[src/rtl/useq_next_addr_if.sv]
// useq_next_addr_if: sequencing bundle between microcode ROM / micro-PC register and the next-address unit
interface useq_next_addr_if #(
  parameter int UPC_W       = 5,
  parameter int STACK_DEPTH = 4,
  parameter int CNT_W       = 8
);
  logic                               start;
  logic [UPC_W-1:0]                   upc;
  logic [2:0]                         seq_op;
  logic [UPC_W-1:0]                   seq_addr;
  logic [CNT_W-1:0]                   cnt_imm;
  logic [3:0]                         cond;
  logic [1:0]                         cond_sel;
  logic                               cond_inv;
  logic                               load_incr;
  logic [UPC_W-1:0]                   upc_next;
  logic                               busy;
  logic                               done;
  logic                               err;
  logic [$clog2(STACK_DEPTH+1)-1:0]   sp;
  modport master (
    output start, upc, seq_op, seq_addr, cnt_imm, cond, cond_sel, cond_inv,
    input  load_incr, upc_next, busy, done, err, sp
  );
  modport slave (
    input  start, upc, seq_op, seq_addr, cnt_imm, cond, cond_sel, cond_inv,
    output load_incr, upc_next, busy, done, err, sp
  );
endinterface

[src/rtl/useq_next_addr.sv]
// useq_next_addr: micro-sequencer next-address unit with return stack; define USEQ_LOOP_EN
// to implement the LDCNT/LOOP counter (otherwise those opcodes act as CONT)
module useq_next_addr #(
  parameter int UPC_W       = 5,
  parameter int STACK_DEPTH = 4,
  parameter int CNT_W       = 8
) (
  input logic               clk,
  input logic               reset,
  useq_next_addr_if.slave   bus
);
  localparam int SP_W  = $clog2(STACK_DEPTH+1);
  localparam int IDX_W = STACK_DEPTH > 1 ? $clog2(STACK_DEPTH) : 1;
  typedef enum logic [1:0] {IDLE, RUN, HALTED, ERROR} state_t;
  typedef enum logic [2:0] {CONT, JMP, JCC, CALL, RET, LDCNT, LOOP, HALT} op_t;
  state_t           state_q, state_d;
  logic [SP_W-1:0]  sp_q, sp_d, sp_m1;
  logic             err_q, err_d, push, c, loop_take;
  logic [UPC_W-1:0] stack_q [2**IDX_W];
  op_t              op;
  assign op    = op_t'(bus.seq_op);
  assign c     = bus.cond[bus.cond_sel] ^ bus.cond_inv;
  assign sp_m1 = sp_q - SP_W'(1);
`ifdef USEQ_LOOP_EN
  logic [CNT_W-1:0] cnt_q, cnt_d;
  assign loop_take = cnt_q != '0;
  always_comb begin
    cnt_d = cnt_q;
    if (state_q == RUN && op == LDCNT) cnt_d = bus.cnt_imm;
    if (state_q == RUN && op == LOOP && loop_take) cnt_d = cnt_q - CNT_W'(1);
  end
  always_ff @(posedge clk) cnt_q <= reset ? '0 : cnt_d;
`else
  logic unused_cnt_imm;
  assign unused_cnt_imm = ^bus.cnt_imm;
  assign loop_take = 1'b0;
`endif
  always_comb begin
    state_d       = state_q;
    sp_d          = sp_q;
    err_d         = err_q;
    push          = 1'b0;
    bus.load_incr = 1'b1;
    bus.upc_next  = bus.upc;
    case (state_q)
      IDLE: begin
        bus.upc_next = '0;
        state_d      = bus.start ? RUN : IDLE;
      end
      RUN: case (op)
        JMP:  bus.upc_next = bus.seq_addr;
        JCC: begin
          bus.load_incr = c;
          bus.upc_next  = bus.seq_addr;
        end
        CALL: begin
          if (sp_q == SP_W'(STACK_DEPTH)) begin
            err_d   = 1'b1;
            state_d = ERROR;
          end else begin
            push         = 1'b1;
            sp_d         = sp_q + SP_W'(1);
            bus.upc_next = bus.seq_addr;
          end
        end
        RET: begin
          if (sp_q == '0) begin
            err_d   = 1'b1;
            state_d = ERROR;
          end else begin
            sp_d         = sp_m1;
            bus.upc_next = stack_q[sp_m1[IDX_W-1:0]];
          end
        end
        LOOP: begin
          bus.load_incr = loop_take;
          bus.upc_next  = bus.seq_addr;
        end
        HALT: state_d = HALTED;
        default: bus.load_incr = 1'b0;
      endcase
      HALTED: state_d = bus.start ? IDLE : HALTED;
      default: ;
    endcase
  end
  always_ff @(posedge clk) begin
    if (reset) begin
      state_q <= IDLE;
      sp_q    <= '0;
      err_q   <= 1'b0;
      for (int i = 0; i < 2**IDX_W; i++) stack_q[i] <= '0;
    end else begin
      state_q <= state_d;
      sp_q    <= sp_d;
      err_q   <= err_d;
      if (push) stack_q[sp_q[IDX_W-1:0]] <= bus.upc + UPC_W'(1);
    end
  end
  assign bus.busy = state_q == RUN;
  assign bus.done = state_q == HALTED;
  assign bus.err  = err_q;
  assign bus.sp   = sp_q;
endmodule
[src/flat_wrapper.sv]
// flat-port wrapper written by rule: the top's interface ports become plain ports
module useq_next_addr_flat 
#(
  parameter int UPC_W       = 5,
  parameter int STACK_DEPTH = 4,
  parameter int CNT_W       = 8
)
  (clk, reset, bus_start, bus_upc, bus_seq_op, bus_seq_addr, bus_cnt_imm, bus_cond, bus_cond_sel, bus_cond_inv, bus_load_incr, bus_upc_next, bus_busy, bus_done, bus_err, bus_sp);
  useq_next_addr_if #(.UPC_W(UPC_W), .STACK_DEPTH(STACK_DEPTH), .CNT_W(CNT_W)) bus_i ();
  input logic clk;
  input logic reset;
  input wire logic [$bits(bus_i.start)-1:0] bus_start;
  input wire logic [$bits(bus_i.upc)-1:0] bus_upc;
  input wire logic [$bits(bus_i.seq_op)-1:0] bus_seq_op;
  input wire logic [$bits(bus_i.seq_addr)-1:0] bus_seq_addr;
  input wire logic [$bits(bus_i.cnt_imm)-1:0] bus_cnt_imm;
  input wire logic [$bits(bus_i.cond)-1:0] bus_cond;
  input wire logic [$bits(bus_i.cond_sel)-1:0] bus_cond_sel;
  input wire logic [$bits(bus_i.cond_inv)-1:0] bus_cond_inv;
  output wire logic [$bits(bus_i.load_incr)-1:0] bus_load_incr;
  output wire logic [$bits(bus_i.upc_next)-1:0] bus_upc_next;
  output wire logic [$bits(bus_i.busy)-1:0] bus_busy;
  output wire logic [$bits(bus_i.done)-1:0] bus_done;
  output wire logic [$bits(bus_i.err)-1:0] bus_err;
  output wire logic [$bits(bus_i.sp)-1:0] bus_sp;
  assign bus_i.start = bus_start;
  assign bus_i.upc = bus_upc;
  assign bus_i.seq_op = bus_seq_op;
  assign bus_i.seq_addr = bus_seq_addr;
  assign bus_i.cnt_imm = bus_cnt_imm;
  assign bus_i.cond = bus_cond;
  assign bus_i.cond_sel = bus_cond_sel;
  assign bus_i.cond_inv = bus_cond_inv;
  assign bus_load_incr = bus_i.load_incr;
  assign bus_upc_next = bus_i.upc_next;
  assign bus_busy = bus_i.busy;
  assign bus_done = bus_i.done;
  assign bus_err = bus_i.err;
  assign bus_sp = bus_i.sp;
  useq_next_addr #(.UPC_W(UPC_W), .STACK_DEPTH(STACK_DEPTH), .CNT_W(CNT_W)) u_core (.clk(clk), .reset(reset), .bus(bus_i));
endmodule
[config.mk]
export PLATFORM = sky130hd
export DESIGN_NAME = useq_next_addr_flat
export DESIGN_NICKNAME = d
export VERILOG_FILES = /design/src/rtl/useq_next_addr_if.sv /design/src/rtl/useq_next_addr.sv /design/src/flat_wrapper.sv
export SDC_FILE = /design/constraint.sdc
export NUM_CORES = 1
export LEC_CHECK = 0
export ABC_AREA = 1
export BUFFER_PORTS_ARGS = -buffer_cell sky130_fd_sc_hd__buf_4
export CORE_UTILIZATION = 58
export CTS_CLUSTER_SIZE = 14
export DETAILED_ROUTE_END_ITERATION = 6
export PLACE_DENSITY = 0.91
export SLEW_MARGIN = 20
export SYNTH_ARGS = -nofsm -noshare
export SYNTH_HDL_FRONTEND = slang
export SYNTH_SLANG_ARGS = --single-unit
[constraint.sdc]
create_clock -name clk -period 4.4 [get_ports clk]
set_input_delay 0.66 -clock clk [delete_from_list [all_inputs] [get_ports clk]]
set_output_delay 0.66 -clock clk [all_outputs]
set_load 0.02 [all_outputs]
==> summary.txt, run 1 <==
Synthesis
  – Main combinational cell family by area after synthesis: simple AND/OR/NAND/NOR gates
  – Sequential area share after synthesis: 0.3770
  – Mapped Area: about 1900 sq um
  – Area share of the largest cell type after synthesis: 0.3141
  – Synth Warn #: 0
  – Synth unique cells: 29
  – Cell count after synthesis: 270
  – Synth Area in Simple Gates: 0.4103
  – Multiplexer area fraction after synthesis: 0
  – Compound-Gate Fraction of Synth Area: 0.06021
  – Syn Area/Cell: between 7 and 8 sq um
  – Flops & latches, synth: 26
  – Post-synthesis adder-cell area fraction: 0.04581
  – Post-synth top area cell: edfxtp_1
  – Syn_nets: between 300 and 400
  – Xor and xnor area share after synthesis: 0.03207
  – Area contributors post-synth: edfxtp_1 (31%), nand2_1 (17%), nor2_1 (10%)

Worst setup path
  – CP cell instances: inv_1 > ha_1 > inv_1 > nand2_1 > a21oi_1 > nor2_1 > nor2_1 > nand2_1 > nand2_1 > nand2_1 > buf_4
  – Worst setup EP type: primary output
  – Slowest stage delay, CP: 0.72 ns
  – Crit path required time: approximately 3.7 ns
  – Most frequent CP cell: nand2_1
  – R2R setup slack: 1.51 ns
  – Crit Path Category: reg -> out
  – Arr. time, crit path: 2.83 ns
  – Max FO, Critical Path: 16
  – Reg2reg end: u_core.stack_q[3][4]$_DFFE_PP_
  – Slowest cell on crit path: dfxtp_1
  – R2R Path Start: u_core.bus.sp[0]$_SDFFE_PP0P_
  – Cells on worst reg2reg path: 7
  – CP startpoint kind: flop

Route
  – Final ANT Viol Nets: 0
  – Vias: 1791
  – Vias per cell: 5.161
  – First DRT Iteration DRCs: 186
  – Drt drc: 0
  – Pre-antenna DRT Iters: 4
  – Post-Route WL: 4.094 mm
  – WL/cell: 11.80 microns

Floorplanning
  – Die ar.: about 3500 sq um
  – Die height: between 50 and 60 microns
  – Chip width: 59.42 microns
  – FP Rows: 20
  – Core Box Area: 3078 sq um
  – Starting Density: 0.6211
  – Io pins: 43

Global routing
  – Vias in the first global route: 1690
  – GRT Residual Overflow: 0
  – Total global-route track usage: 0.2561
  – Largest net degree at the start of global routing: 17
  – Initial antenna violation count: 0
  – First-pass GRT wire length: 6.955 mm

Pwr
  – Lkg Pwr: 1.105 nW
  – Power per cell area: 353.8 nW/um^2
  – Total power: just under 800 uW
  – IR drop worst, VDD: 0.0002454 V

Worst hold path
  – Hold Path Depth: 2
  – Hold path start: u_core.bus.err$_SDFFE_PP0P_
  – Hold EP: u_core.bus.err$_SDFFE_PP0P_
  – Hold WC Path Type: reg -> reg

Cells and area
  – Share of cells above drive strength 1: 0.1848
  – Final Non-Filler Cells: approximately 350
  – Commonest non-fill, non-tap cells in the layout: nand2_1 (88), nor2_1 (51), buf_4 (34), inv_1 (27), edfxtp_1 (20)
  – Area Overhead vs Synth: 17.34%
  – Most common cell after layout, fill and taps aside: nand2_1
  – Area of the multi-input gates: ~1000 sq um
  – FF/Latch Area: about 720 sq um
  – Nets: 342
  – # fillers: 263
  – Ant. Diodes: 0

Timing
  – Clk_skew: 0.004635 ns
  – TNS Setup: 0 ns
  – RSZ-0062 raised after global routing: false
  – Crit path time final: ~3.5 ns
  – Least-Margin Pin Slew: ~0.7 ns
  – Crit share post-route: 0.7931
  – Relative slew slack: 0.5280
  – Hold Vio Cnt, Final: 0
  – Fmax: 286.6 MHz
  – Slew Limit Fails: 0
  – Final setup vio count: 0

Clocking
  – Clock root buffer: clkbuf_4
  – Total clock sinks: 26
  – Hold_buf cts: 0
  – Post-CTS Setup Repair Bufs: 0
  – TritonCTS clock tree: built
  – Clock buffer depth: 2
  – Latest clock arrival within the worst-skew pair: between 0.3 and 0.4 ns
  – Post_cts resized: 0
  – H-tree level count: 1
  – Clock transition at path regs: around 0.14 ns
  – Total CTS buffers: 3

Placement
  – Final Wtd Congestion: roughly 0.86
  – Detailed placer's ending HPWL: between 3 and 4 mm
  – DP Cell Count: 343
  – Port Buf Inserts: 34

Job
  – Max cap viols: 0

Outcome
  – Status: complete, no violations
[metal layers]
layer | global-route usage | wire length (microns) | vias up
met5 | 0 | 0 | -
met4 | 0.07483 | 38 | 0
met3 | 0.01747 | 286 | 8
met2 | 0.4575 | 2094 | 75
met1 | 0.3305 | 1675 | 785
li1 | - | - | 923
[synth_stat cells]
library cell and instances:
clkbuf_1 2, nor2_1 51, edfxtp_1 20, xor2_1 5, o31ai_1 1, nand2_4 3, dfxtp_1 6, nor2_4 2
xnor2_1 2, nand2_1 88, inv_1 27, nand3_1 17, inv_4 1, or2_2 1, o21ai_0 6, nand4_1 1
nor3_1 2, a21oi_1 13, nand3b_1 1, buf_2 1, o211ai_2 1, nor2_2 4, inv_2 1, nand2_2 1
nor2_8 2, nand3_2 2, ha_1 7, buf_6 1, buf_4 1
[through the flow]
stage / hold WS [ns] / worst slack (ns) / utilization / area, sq um
final: 0.5141 / 0.9106 / 0.7289 / 2243
after global routing: 0.5488 / 0.6716 / 0.7289 / 2243
after CTS: 0.5154 / 0.8948 / 0.7289 / 2243
after detailed placement: 0.4749 / 1.266 / 0.7118 / 2191
after global placement: 0.4551 / 1.321 / 0.7118 / 2191
after floorplan: 0.4820 / 1.818 / - / 1912
[how the worst max path moves through the flow]
| stage | start | end | slack [ns] | cells past startpoint |
|---|---|---|---|---|
| 3_5_place_dp | u_core.bus.sp[0]$_SDFFE_PP0P_ | bus_upc_next[0] | 1.27 | 11 |
| 2_1_floorplan | u_core.bus.sp[0]$_SDFFE_PP0P_ | bus_upc_next[3] | 1.82 | 12 |
| 4_1_cts | u_core.bus.sp[0]$_SDFFE_PP0P_ | bus_upc_next[0] | 0.89 | 11 |
| 6_report | u_core.bus.sp[0]$_SDFFE_PP0P_ | bus_upc_next[4] | 0.91 | 11 |
| 5_1_grt | u_core.bus.sp[0]$_SDFFE_PP0P_ | bus_upc_next[2] | 0.67 | 11 |
| 3_3_place_gp | u_core.bus.sp[0]$_SDFFE_PP0P_ | bus_upc_next[1] | 1.32 | 11 |
[state kept, by name, summed over array words and instances (netlist names)]
signal / cells
u_core.bus.err: 1
u_core.bus.sp: 3
u_core.stack_q: 20
u_core.state_q: 2
[kinds of logic (layout without fill, tap and decap cells)]
family,after synthesis,in the layout
flops,26,26
xor+xnor,7,7
fa+ha+maj,7,7
compound gates,21,21
simple gates,175,175
buf+inv,34,67
[power breakdown]
part	switching [mW]	total [mW]	internal, mW
clock	0.0699	0.162	0.0921
combinational	0.211	0.336	0.125
sequential	0.0153	0.296	0.280
[area by class of cell]
cell class              count  area share
clock buffers               3     0.01004
clock inverters             1     0.01339
inverters                  29     0.04964
multi-input cells         210      0.4674
flip-flops and latches     26      0.3212
well taps                  44     0.02454
repair buffers             34      0.1138
[worst max-delay path: cells and delay by family, from the launching register on]
family | cells | cell delay, ns
adders and majority gates | 1 | 0.52
DFF | 1 | 0.72
AOI/OAI and AO/OA | 1 | 0.11
and+or+nand+nor | 6 | 0.37
buffers and inverters | 3 | 0.78
(Power assumes the default switching activity.)
==> run 2, diff against run 1 <==
CORE_UTILIZATION = 54   (was 58)
PLACE_DENSITY = 0.86   (was 0.91)
clock period = 3.6 ns   (was 4.4 ns; I/O delays follow)
==> run 2 against run 1 <==
Compared with the run above: wire length down 2.8%; non-clock buffer count up 1; die area up 7.1%; register-to-register slack worse by 0.25 ns; setup slack worse by 0.21 ns; critical endpoint unchanged; largest power group unchanged.
==> summary.txt, run 2 (synthesis results as in run 1) <==
Outcome
  – Status: complete, no violations

Pwr
  – Lkg Pwr: 1.111 nW (+0.49%)
  – Seq pwr share: 0.366 (-0.007)
  – Power per cell area: 430.6 nW/um^2 (+22%)
  – Switch share: 0.3717 (-0.001446)
  – Total power: 970.4 uW (+22%)
  – Switch Pwr: 360.7 uW (+22%)
  – IR drop worst, VDD: 0.0003874 V (+58%)
  – Logic pwr share: 0.424 (about the same)
  – Share of total power in the clock network: 0.209 (+0.005)
  – Int Power: 609.7 uW (+23%)

Placement
  – Placed cell areas: 2201 sq um (+0.46%)
  – Port Buf Inserts: 34 (unchanged)
  – Final Wtd Congestion: 0.8427 (-1.7%)
  – Detailed placer's ending HPWL: 3.116 mm (-2.1%)
  – DP Cell Count: 346 (+0.87%)
  – Pre-CTS setup slack: 1.065 ns (-0.2012 ns)

Worst setup path
  – CP startpoint kind: flop
  – Slowest cell on crit path: inv_1
  – Worst setup EP type: primary output
  – Crit path required time: 3.06 ns (-0.68 ns)
  – Max FO, Critical Path: 16 (unchanged)
  – Arr. time, crit path: 2.36 ns (-0.47 ns)
  – Most frequent CP cell: nand2_1
  – Crit Path Category: reg -> out
  – CP cell instances: inv_1 > ha_1 > inv_1 > nand2_1 > a21oi_1 > nor2_1 > nor2_1 > nand2_1 > nand2_1 > nand2_1 > buf_4
  – Slowest stage delay, CP: 0.43 ns (-0.29 ns)
  – Cells on worst reg2reg path: 7 (unchanged)

Timing
  – TNS Setup: 0 ns (unchanged)
  – RSZ-0062 raised after global routing: false
  – Crit path time final: 2.902 ns
  – Crit share post-route: 0.8062
  – Worst hold slack: 0.4294 ns (-0.08467 ns)
  – Least-Margin Pin Slew: 0.7566 ns (+0.05461 ns)
  – Clk_skew: 0.004595 ns (-0.00003991 ns)
  – Slew Limit Fails: 0 (unchanged)
  – Worst setup margin: 0.6975 ns (-0.2130 ns)
  – Fmax: around 340 MHz
  – Hold Vio Cnt, Final: 0 (unchanged)
  – Final setup vio count: 0 (unchanged)
  – Relative slew slack: 0.4913 (-0.03671)

Route
  – Pre-antenna DRT Iters: 4 (unchanged)
  – Vias: 1719 (-4.0%)
  – Drt drc: 0 (unchanged)
  – Final ANT Viol Nets: 0 (unchanged)
  – M1 WL: 1.811 mm (+8.1%)
  – First DRT Iteration DRCs: 113 (-39%)
  – Met2 routed WL: 1.905 mm (-9.0%)
  – Vias per cell: 4.911 (-4.8%)
  – Highest routed layer: met4
  – WL/cell: 11.37 microns (-3.6%)
  – Post-Route WL: 3.981 mm (-2.8%)
  – Metal3 WL: 204 microns (-29%)

Global routing
  – Largest net degree at the start of global routing: 17 (unchanged)
  – First-pass GRT wire length: 6.423 mm (-7.6%)
  – Initial antenna violation count: 0 (unchanged)
  – Vias in the first global route: 1492 (-12%)
  – Total global-route track usage: 0.2302 (-0.02599)
  – GRT Residual Overflow: 0 (unchanged)

Cells and area
  – Nets: 343 (+0.29%)
  – Final Non-Filler Cells: 350 (+0.86%)
  – Area Overhead vs Synth: 17.87%
  – Share of cells above drive strength 1: 0.1875 (+0.002682)
  – Fin area: 2253 sq um (+0.45%)
  – # fillers: 317 (+21%)
  – Ant. Diodes: 0 (unchanged)
  – Biggest register: u_core.stack_q
  – Max reg flops: 20 (unchanged)
  – Commonest non-fill, non-tap cells in the layout: nand2_1 (88), nor2_1 (51), buf_4 (35), inv_1 (27), edfxtp_1 (20)
  – Final core utilization: 0.6700 (-0.05885)
  – Most common cell after layout, fill and taps aside: nand2_1

Job
  – Max cap viols: 0 (unchanged)

Clocking
  – Total clock sinks: 26 (unchanged)
  – Total CTS buffers: 3 (unchanged)
  – Clock buffer depth: 2 (unchanged)
  – Clock root buffer: clkbuf_4
  – TritonCTS clock tree: built
  – Hold_buf cts: 0 (unchanged)
  – Clock transition at path regs: 0.14 ns (about the same)
  – Latest clock arrival within the worst-skew pair: 0.33 ns (about the same)
  – Post_cts resized: 0 (unchanged)
  – H-tree level count: 1 (unchanged)
  – Post-CTS Setup Repair Bufs: 0 (unchanged)

Floorplanning
  – Die height: 61.50 microns (+3.5%)
  – Chip width: 61.50 microns (+3.5%)
  – FP Rows: 21 (+5.0%)
  – Core Box Area: 3363 sq um (+9.3%)
  – Io pins: 43 (unchanged)
  – Die ar.: 3782 sq um (+7.1%)
  – Starting Density: 0.5685 (-0.05269)

Worst hold path
  – Hold WC Path Type: in -> reg
  – Hold Path Depth: 2 (unchanged)
==> run 2: changes by cell type in the layout (fill, tap and decap cells not counted) <==
cell	previous run	this run
buf_4	34	35
==> run 2: final cells by class <==
| type | instances | area [sq um] | area share |
|---|---|---|---|
| Clock inverter | 1 | 30.03 | 0.01333 |
| Inverter | 29 | 111.4 | 0.04942 |
| Timing Repair Buffer | 35 | 262.8 | 0.1166 |
| Multi-Input combinational cell | 210 | 1049 | 0.4653 |
| Tap cell | 46 | 57.56 | 0.02554 |
| Clock buffer | 3 | 22.52 | 0.009994 |
| Sequential cell | 26 | 720.7 | 0.3198 |
==> run 2: power by group through the flow <==
stage / Clock, mW / Sequential [mW] / Combinational [mW]
detailed placement: 0 / 0.363 / 0.411
global route: 0.215 / 0.359 / 0.465
floorplan: 0 / 0.366 / 0.274
finish: 0.203 / 0.356 / 0.412
global placement: 0 / 0.362 / 0.401
CTS: 0.208 / 0.356 / 0.412
==> run 2: per-layer routing <==
metal,GRT usage,up-vias
met3,0.02101,5
met1,0.3003,733
met4,0.09206,0
met5,0,-
met2,0.3932,58
li1,-,923
==> run 2: worst paths after layout <==
| kind | start | endpoint | slack [ns] |
|---|---|---|---|
| worst max-delay path | u_core.bus.sp[0]$_SDFFE_PP0P_ | bus_upc_next[4] | 0.70 |
| worst min-delay path | reset | u_core.bus.sp[2]$_SDFFE_PP0P_ | 0.43 |
| worst max register to register | u_core.bus.sp[0]$_SDFFE_PP0P_ | u_core.stack_q[3][4]$_DFFE_PP_ | 1.26 |
| worst min register to register | u_core.bus.err$_SDFFE_PP0P_ | u_core.bus.err$_SDFFE_PP0P_ | 0.49 |
==> run 2: worst max-delay path: cells and delay by family (launching register included) <==
family / cells / cell delay (ns)
AOI/OAI and AO/OA: 1 / 0.11
buffers and inverters: 3 / 0.76
and+or+nand+nor: 6 / 0.40
DFF: 1 / 0.33
adders and majority gates: 1 / 0.43
==> run 3, diff against run 2 <==
CORE_UTILIZATION = 49   (was 54)
PLACE_DENSITY = 0.82   (was 0.86)
clock period = 2.4 ns   (was 3.6 ns; I/O delays follow)
==> run 3 against run 2 <==
Compared with the run above: non-clock buffer count grew 3; wire length grew 4.0%; utilization shrank 4.7 points; sequential power grew 49%; worst hold slack lost 0.11 ns; design area grew 1.9%; clock power grew 77%; count of clock-buffer cells in the layout is the same; via count grew 1.9%; critical path depth is the same; power grew 57%; critical path type unchanged; largest power group unchanged.
==> summary.txt, run 3 (synthesis results as in run 1) <==
Outcome
  – Status: complete, no violations

Worst setup path
  – Slowest cell on crit path: ha_1
  – Critical path's top delay family: adder cells
  – Crit Path Category: reg -> out
  – Worst setup EP type: primary output
  – Arr. time, crit path: 1.89 ns (-0.47 ns)
  – Crit path required time: 2.04 ns (-1.02 ns)
  – CP cell instances: inv_1 > ha_1 > inv_2 > nand2_1 > a21oi_1 > nor2_1 > nor2_1 > nand2_1 > nand2_1 > nand2_1 > buf_4
  – Max FO, Critical Path: 7 (-9)
  – WP buf/inv: 3 (unchanged)
  – CP startpoint kind: flop
  – Most frequent CP cell: nand2_1
  – Slowest stage delay, CP: 0.41 ns (-0.02 ns)

Route
  – WL/cell: 11.66 microns (+2.5%)
  – Final ANT Viol Nets: 0 (unchanged)
  – Drt drc: 0 (unchanged)
  – First DRT Iteration DRCs: 155 (+37%)
  – Highest routed layer: met4
  – Post-Route WL: 4.140 mm (+4.0%)
  – Met2 routed WL: 1.972 mm (+3.5%)
  – Metal3 WL: 171 microns (-16%)
  – Pre-antenna DRT Iters: 4 (unchanged)
  – M1 WL: 1.936 mm (+6.9%)
  – Vias per cell: 4.935 (+0.48%)
  – Vias: 1752 (+1.9%)

Pwr
  – IR drop worst, VDD: 0.0004489 V (+16%)
  – Logic pwr share: 0.416 (-0.008)
  – Power per cell area: 662.3 nW/um^2 (+54%)
  – Switch Pwr: 546.0 uW (+51%)
  – Int Power: 975.5 uW (+60%)
  – Lkg Pwr: 1.133 nW (+2.0%)
  – Total power: 1.522 mW (+57%)
  – Seq pwr share: 0.348 (-0.018)
  – Share of total power in the clock network: 0.237 (+0.028)
  – Switch share: 0.3589 (-0.01285)

Job
  – Max cap viols: 0 (unchanged)

Timing
  – Crit share post-route: 0.9376
  – Final setup vio count: 0 (unchanged)
  – TNS Setup: 0 ns (unchanged)
  – Relative slew slack: 0.7150 (+0.2237)
  – Worst hold slack: 0.3165 ns (-0.1129 ns)
  – Fmax: 444.4 MHz
  – Clk_skew: 0.005181 ns (+0.0005851 ns)
  – Slew Limit Fails: 0 (unchanged)
  – RSZ-0062 raised after global routing: false
  – Crit path time final: 2.250 ns
  – Worst setup margin: 0.1497 ns (-0.5478 ns)
  – Least-Margin Pin Slew: 0.4263 ns (-0.3303 ns)
  – Hold Vio Cnt, Final: 0 (unchanged)

Floorplanning
  – Die height: 64.47 microns (+4.8%)
  – FP Rows: 22 (+4.8%)
  – Die ar.: 4156 sq um (+9.9%)
  – Starting Density: 0.5183 (-0.05013)
  – Io pins: 43 (unchanged)
  – Chip width: 64.47 microns (+4.8%)
  – Core Box Area: 3689 sq um (+9.7%)

Global routing
  – Total global-route track usage: 0.2127 (-0.01749)
  – First-pass GRT wire length: 6.851 mm (+6.7%)
  – Largest net degree at the start of global routing: 16 (-1)
  – GRT Residual Overflow: 0 (unchanged)
  – Initial antenna violation count: 0 (unchanged)
  – Vias in the first global route: 1597 (+7.0%)

Placement
  – Final Wtd Congestion: 0.8035 (-4.7%)
  – Pre-CTS setup slack: 0.4182 ns (-0.6469 ns)
  – Placed cell areas: 2226 sq um (+1.1%)
  – Port Buf Inserts: 34 (unchanged)
  – DP Cell Count: 351 (+1.4%)
  – Detailed placer's ending HPWL: 3.177 mm (+2.0%)

Cells and area
  – FF/Latch Area: 720.7 sq um (unchanged)
  – Most common cell after layout, fill and taps aside: nand2_1
  – Final core utilization: 0.6228 (-0.04722)
  – Final Non-Filler Cells: 355 (+1.4%)
  – Fin area: 2297 sq um (+1.9%)
  – Area of the multi-input gates: 1049 sq um (unchanged)
  – Nets: 346 (+0.87%)
  – Area Overhead vs Synth: 20.16%
  – Commonest non-fill, non-tap cells in the layout: nand2_1 (88), nor2_1 (51), buf_4 (38), inv_1 (26), edfxtp_1 (20)
  – Biggest register: u_core.stack_q
  – # fillers: 346 (+9.1%)
  – Max reg flops: 20 (unchanged)
  – Share of cells above drive strength 1: 0.1987 (+0.01120)
  – Ant. Diodes: 0 (unchanged)

Clocking
  – TritonCTS clock tree: built
  – Total clock sinks: 26 (unchanged)
  – Clock transition at path regs: 0.08 ns (-0.06 ns)
  – Clock root buffer: clkbuf_8
  – Clock buffer depth: 2 (unchanged)
  – Latest clock arrival within the worst-skew pair: 0.27 ns (-0.06 ns)
  – Total CTS buffers: 3 (unchanged)
  – H-tree level count: 1 (unchanged)
  – Hold_buf cts: 0 (unchanged)

Worst hold path
  – Hold WC Path Type: in -> reg
==> run 3: metal layers <==
layer | track usage | up-vias
met5 | 0 | -
met4 | 0.09167 | 0
met3 | 0.01761 | 6
met2 | 0.3658 | 40
met1 | 0.2724 | 779
li1 | - | 927
==> run 3: final timing paths <==
check | cells past startpoint | slack, ns | end | from
max | 11 | 0.15 | bus_upc_next[2] | u_core.bus.sp[1]$_SDFFE_PP0P_
min | 2 | 0.32 | u_core.bus.sp[0]$_SDFFE_PP0P_ | reset
max reg2reg | 11 | 0.47 | u_core.stack_q[0][4]$_SDFFCE_PN0P_ | u_core.bus.sp[1]$_SDFFE_PP0P_
min reg2reg | 2 | 0.48 | u_core.bus.err$_SDFFE_PP0P_ | u_core.bus.err$_SDFFE_PP0P_
==> run 3: power by group through the flow <==
stage          Combinational [mW]  Clock (mW)  Sequential (mW)
2_1_floorplan               0.411           0            0.549
3_3_place_gp                0.617           0            0.538
3_5_place_dp                0.627           0            0.539
4_1_cts                     0.631       0.363            0.529
5_1_grt                     0.709       0.381            0.532
6_report                    0.633       0.360            0.529
==> run 3: cell type report <==
class                           count  area share
Multi-Input combinational cell    210      0.4564
Inverter                           29     0.04848
Tap cell                           48     0.02614
Sequential cell                    26      0.3137
Timing Repair Buffer               38      0.1242
Clock inverter                      1     0.01307
Clock buffer                        3     0.01797
==> run 3: timing repair <==
item	CTS	global route
buffers inserted	0	0
gates resized for setup	0	1
endpoints found under the setup margin	0	3
